[src/rtl/core_dbg_pkg.sv]
// Shared debug types for the core: breakpoint modes, monitor FSM states, default widths.
package core_dbg_pkg;

  localparam int XLEN_DEF  = 32;
  localparam int NREGS_DEF = 32;

  typedef enum logic [1:0] {
    BP_OFF       = 2'b00,
    BP_DUMP      = 2'b01,
    BP_STOP      = 2'b10,
    BP_DUMP_STOP = 2'b11
  } bp_mode_e;

  typedef enum logic [2:0] {
    IDLE,
    HDR,
    RD,
    XFER,
    STOPPED
  } mon_state_e;

endpackage

[src/rtl/bp_match_table.sv]
// Breakpoint table with one write port and a combinational lowest-index-wins PC match.
// Writes land on the next edge, so a same-cycle match always sees the old contents.
module bp_match_table
  import core_dbg_pkg::*;
#(
  parameter int XLEN   = XLEN_DEF,
  parameter int NUM_BP = 4,
  parameter int BP_IW  = 2
) (
  input  logic             clk,
  input  logic             rst,
  input  logic             wr_en,
  input  logic [BP_IW-1:0] wr_idx,
  input  logic [XLEN-1:0]  wr_addr,
  input  bp_mode_e         wr_mode,
  input  logic [XLEN-1:0]  pc,
  output logic             hit,
  output logic [BP_IW-1:0] hit_idx,
  output bp_mode_e         hit_mode
);

  logic [XLEN-1:0] addr_q [NUM_BP];
  bp_mode_e        mode_q [NUM_BP];

  // Indices with no matching entry simply select nothing.
  always_ff @(posedge clk or posedge rst) begin
    if (rst) begin
      for (int i = 0; i < NUM_BP; i++) begin
        addr_q[i] <= '0;
        mode_q[i] <= BP_OFF;
      end
    end else if (wr_en) begin
      for (int i = 0; i < NUM_BP; i++) begin
        if (wr_idx == BP_IW'(i)) begin
          addr_q[i] <= wr_addr;
          mode_q[i] <= wr_mode;
        end
      end
    end
  end

  // Scan high-to-low so the lowest matching index is the last to assign.
  always_comb begin
    hit      = 1'b0;
    hit_idx  = '0;
    hit_mode = BP_OFF;
    for (int i = NUM_BP - 1; i >= 0; i--) begin
      if ((mode_q[i] != BP_OFF) && (addr_q[i] == pc)) begin
        hit      = 1'b1;
        hit_idx  = BP_IW'(i);
        hit_mode = mode_q[i];
      end
    end
  end

endmodule

[src/rtl/pc_break_monitor.sv]
// PC breakpoint monitor: on a retired-PC hit it stalls the core and streams a header plus NREGS register words.
// Header 1 cycle after the hit, then one data beat per 2 cycles; each beat is held until dump_ready.
module pc_break_monitor
  import core_dbg_pkg::*;
#(
  parameter int XLEN   = XLEN_DEF,
  parameter int NUM_BP = 4,
  parameter int NREGS  = NREGS_DEF,
  parameter int REG_AW = 5,
  parameter int BP_IW  = 2
) (
  input  logic              clk,
  input  logic              rst,
  input  logic              bp_wr_en,
  input  logic [BP_IW-1:0]  bp_wr_idx,
  input  logic [XLEN-1:0]   bp_wr_addr,
  input  logic [1:0]        bp_wr_mode,
  input  logic              pc_valid,
  input  logic [XLEN-1:0]   pc,
  output logic              rf_rd_en,
  output logic [REG_AW-1:0] rf_rd_addr,
  input  logic [XLEN-1:0]   rf_rd_data,
  output logic              dump_valid,
  input  logic              dump_ready,
  output logic [XLEN-1:0]   dump_data,
  output logic              dump_hdr,
  output logic [REG_AW-1:0] dump_idx,
  output logic              dump_last,
  output logic              core_stall,
  output logic              stop_req,
  output logic              busy,
  output logic [7:0]        drop_cnt
);

  logic             tbl_hit;
  logic [BP_IW-1:0] unused_hit_idx;
  bp_mode_e         tbl_mode;

  mon_state_e        state_q, state_d;
  logic [XLEN-1:0]   pc_q, data_q;
  bp_mode_e          mode_q;
  logic [REG_AW-1:0] idx_q;
  logic              hit, last_beat;

  bp_match_table #(
    .XLEN   (XLEN),
    .NUM_BP (NUM_BP),
    .BP_IW  (BP_IW)
  ) u_table (
    .clk      (clk),
    .rst      (rst),
    .wr_en    (bp_wr_en),
    .wr_idx   (bp_wr_idx),
    .wr_addr  (bp_wr_addr),
    .wr_mode  (bp_mode_e'(bp_wr_mode)),
    .pc       (pc),
    .hit      (tbl_hit),
    .hit_idx  (unused_hit_idx),
    .hit_mode (tbl_mode)
  );

  assign hit       = pc_valid & tbl_hit & (state_q == IDLE);
  assign last_beat = (idx_q == REG_AW'(NREGS - 1));

  always_comb begin
    state_d    = state_q;
    rf_rd_en   = 1'b0;
    rf_rd_addr = '0;
    case (state_q)
      IDLE:    if (hit) state_d = (tbl_mode == BP_STOP) ? STOPPED : HDR;
      HDR:     if (dump_ready) begin
                 rf_rd_en = 1'b1;
                 state_d  = RD;
               end
      RD:      state_d = XFER;
      XFER:    if (dump_ready) begin
                 if (last_beat) begin
                   state_d = (mode_q == BP_DUMP_STOP) ? STOPPED : IDLE;
                 end else begin
                   rf_rd_en   = 1'b1;
                   rf_rd_addr = idx_q + REG_AW'(1);
                   state_d    = RD;
                 end
               end
      STOPPED: state_d = STOPPED;
      default: state_d = IDLE;
    endcase
  end

  always_ff @(posedge clk or posedge rst) begin
    if (rst) begin
      state_q  <= IDLE;
      pc_q     <= '0;
      mode_q   <= BP_OFF;
      idx_q    <= '0;
      data_q   <= '0;
      drop_cnt <= '0;
    end else begin
      state_q <= state_d;
      if (hit) begin
        pc_q   <= pc;
        mode_q <= tbl_mode;
        idx_q  <= '0;
      end
      if (state_q == RD) data_q <= rf_rd_data;
      if ((state_q == XFER) && dump_ready && !last_beat) idx_q <= idx_q + REG_AW'(1);
      // A retiring match the core pushed through despite the stall is counted, never serviced.
      if (pc_valid && tbl_hit && (state_q != IDLE) && (drop_cnt != 8'hFF))
        drop_cnt <= drop_cnt + 8'd1;
    end
  end

  assign dump_valid = (state_q == HDR) || (state_q == XFER);
  assign dump_hdr   = (state_q == HDR);
  assign dump_data  = (state_q == HDR) ? pc_q : ((state_q == XFER) ? data_q : '0);
  assign dump_idx   = (state_q == XFER) ? idx_q : '0;
  assign dump_last  = (state_q == XFER) && last_beat;
  assign busy       = (state_q != IDLE);
  assign stop_req   = (state_q == STOPPED);
  assign core_stall = hit | busy;

endmodule

[config.mk]
export PLATFORM = sky130hd
export DESIGN_NAME = pc_break_monitor
export DESIGN_NICKNAME = d
export VERILOG_FILES = /design/src/rtl/core_dbg_pkg.sv /design/src/rtl/bp_match_table.sv /design/src/rtl/pc_break_monitor.sv
export SDC_FILE = /design/constraint.sdc
export NUM_CORES = 1
export LEC_CHECK = 0
export BUFFER_PORTS_ARGS = -buffer_cell sky130_fd_sc_hd__buf_2
export CAP_MARGIN = 0
export CORE_UTILIZATION = 62
export DETAILED_ROUTE_END_ITERATION = 6
export HOLD_SLACK_MARGIN = 0.05
export MAX_ROUTING_LAYER = met4
export PLACE_DENSITY_LB_ADDON = 0.25
export SLEW_MARGIN = 15
export SYNTH_ARGS = -nofsm -noshare
export SYNTH_HDL_FRONTEND = slang
export SYNTH_HIERARCHICAL = 1
export SYNTH_SLANG_ARGS = --single-unit
[constraint.sdc]
create_clock -name clk -period 7.4 [get_ports clk]
set_input_delay 1.85 -clock clk [delete_from_list [all_inputs] [get_ports clk]]
set_output_delay 1.85 -clock clk [all_outputs]
set_load 0.01 [all_outputs]
==> results.yml <==
status:
  status: "complete, no violations"
global_routing:
  grt_util_all_layers: 0.3083
  grt_overflow: 0
  grt_pass1_vias: 7083
  antenna_found_initial: 2
  grt_max_degree: 75
  grt_pass1_wl_um: 40220
cts:
  cts_resized: 0
  htreeDepth: 1
  cts_setup_buffers: 0
  clk_latency_ns: 0.50
  cts_buffer_depth: 3
  cts-root-buf: "clkbuf_16"
  cts_tree: "done"
  holdBufCountCts: 0
  clock-sinks: 218
  numCtsBuffers: 23
  cts.clk_slew.worst_paths_ns: 0.06
floorplan:
  die_area_mm2: 0.01775
  row_count: 47
  ioPinCount: 162
  die_x_um: 133.2
  coreArea_mm2: 0.01670
  die_h_um: 133.2
  start_util: 0.6393
layout:
  finalNetCount: 1062
  multi_input_area_mm2: 0.004964
  layoutNonFillerInstCount: 1191
  nFillCells: 1120
  syn2layout_area_growth_pct: 15.78
  layout-drive-gt1-share: 0.3808
  regArea_mm2: 0.005456
  final_util: 0.7403
power_and_ir_drop:
  leakagePower_nw: 5.654
  powerDensity_mw_per_mm2: 246.7
  irDropWorstVdd_mv: 0.1965
sta:
  worst_pin_slew_ns: 1.152
  drv_slew: 0
  fin_skew_ns: 0.01007
  max_freq_mhz: 164.6
  fin_setup_tns_ns: 0
  finalSetupViolations: 0
  max_slew_margin: 0.2320
  finalCriticalPeriod_ns: 6.075
  hold_viol_final: 0
  rsz0062_at_grt: "no"
  min_period_over_period: 0.8210
run:
  maxCapViolCount: 0
setup_path:
  cp-end-kind: "primary output"
  path_class: "in -> out"
  critPathMaxFanout: 5
  crit_required_ns: 5.55
  start_kind: "primary input"
  crit_arrival_ns: 4.23
routing:
  ant_nets: 0
  dr.pass1.iters: 5
  drc: 0
  vias: 6918
  wl_per_cell_um: 21.70
  vias_per_cell: 5.809
  wirelength_um: 25850
  dr.first_iter.drc_count: 416
place:
  port_buffers: 161
  dp.cells: 1148
  place_congestion: 0.9370
  dp.final_hpwl_um: 18630
logic_synthesis:
  yosysWarnings: 6
  syn-cell-area_mm2: 0.01068
  syn_nets: 907
  avgSynthCellArea_um2: 13.38
  netlist_instances: 798
min_path:
  hold_path.class: "reg -> reg"
[area by class of cell]
type	instances	area share
Multi-Input combinational cell	536	0.4015
Clock inverter	11	0.01103
Antenna cell	2	0.0004048
Sequential cell	218	0.4414
Inverter	6	0.002125
Timing Repair Buffer	168	0.06943
Clock buffer	30	0.05192
Tap cell	220	0.02226
[routing by layer]
metal / part of all wire / track usage
met2: 0.48 / 0.4869
met5: 0 / -
met4: 0.031 / 0.1042
met3: 0.054 / 0.04262
met1: 0.43 / 0.4143
[layout by cell type, fill, tap and decap left out, types with 7 or more instances in the layout]
cell       count
nand4_1       24
dfrtp_1      217
nand2_1       11
clkinv_2       7
xnor2_1       90
clkbuf_16     23
xor2_1        43
nor4_1        13
mux2_2       113
nor2_1        41
buf_2        161
nand3_1       13
mux2_4        30
buf_4          7
mux2_1        62
and3_1        10
mux2i_1       32
[flip-flops by register name, summed over array words and instances (netlist names)]
| signal | flops |
|---|---|
| idx_q | 5 |
| pc_q | 32 |
| u_table/addr_q | 128 |
| mode_q | 2 |
| drop_cnt | 8 |
| u_table/mode_q | 8 |
| data_q | 32 |
| state_q | 3 |
[stage by stage]
| step | hold slack (ns) | setup WS [ns] | area, µm² | power [mW] |
|---|---|---|---|---|
| global placement | 0.4721 | 1.406 | 11580 | 1.876 |
| global route | 0.5115 | 1.237 | 12360 | 3.157 |
| floorplan | 0.4578 | 1.911 | 10680 | 1.724 |
| detailed placement | 0.4854 | 1.366 | 11580 | 1.891 |
| CTS | 0.4993 | 1.368 | 12360 | 3.065 |
| finish | 0.4993 | 1.325 | 12360 | 3.050 |
[path summary, 6_finish.rpt]
path	startpoint	to	slack, ns	cells after the start
worst max register to register	u_table/addr_q[122]$_DFFE_PP0P_	idx_q[4]$_DFFE_PP0P_	3.74	10
min in group asynchronous	rst	pc_q[23]$_DFFE_PP0P_	1.38	2
max in group asynchronous	rst	u_table/addr_q[1]$_DFFE_PP0P_	4.45	3
worst min register to register	data_q[25]$_DFFE_PP0N_	data_q[25]$_DFFE_PP0N_	0.50	1
worst max-delay path	pc[26]	core_stall	1.32	10
worst min-delay path	data_q[25]$_DFFE_PP0N_	data_q[25]$_DFFE_PP0N_	0.50	1
[where the power goes]
group          leakage, nW  internal [mW]  switching (mW)
registers             2.75           1.34           0.103
logic                 2.52          0.222           0.217
clock network        0.386          0.715           0.456
total                 5.65           2.27           0.777
[worst max-delay path: stages]
cell and delay, ns:
buf_2 0.15, xor2_1 0.20, nor4_1 0.72, nand4_2 0.26, nor3_4 0.32, nor2b_2 0.10, nand2_1 0.15, nand2_1 0.20
nand2b_1 0.14, buf_2 0.13
No activity file was read; power rests on OpenSTA's default activity.
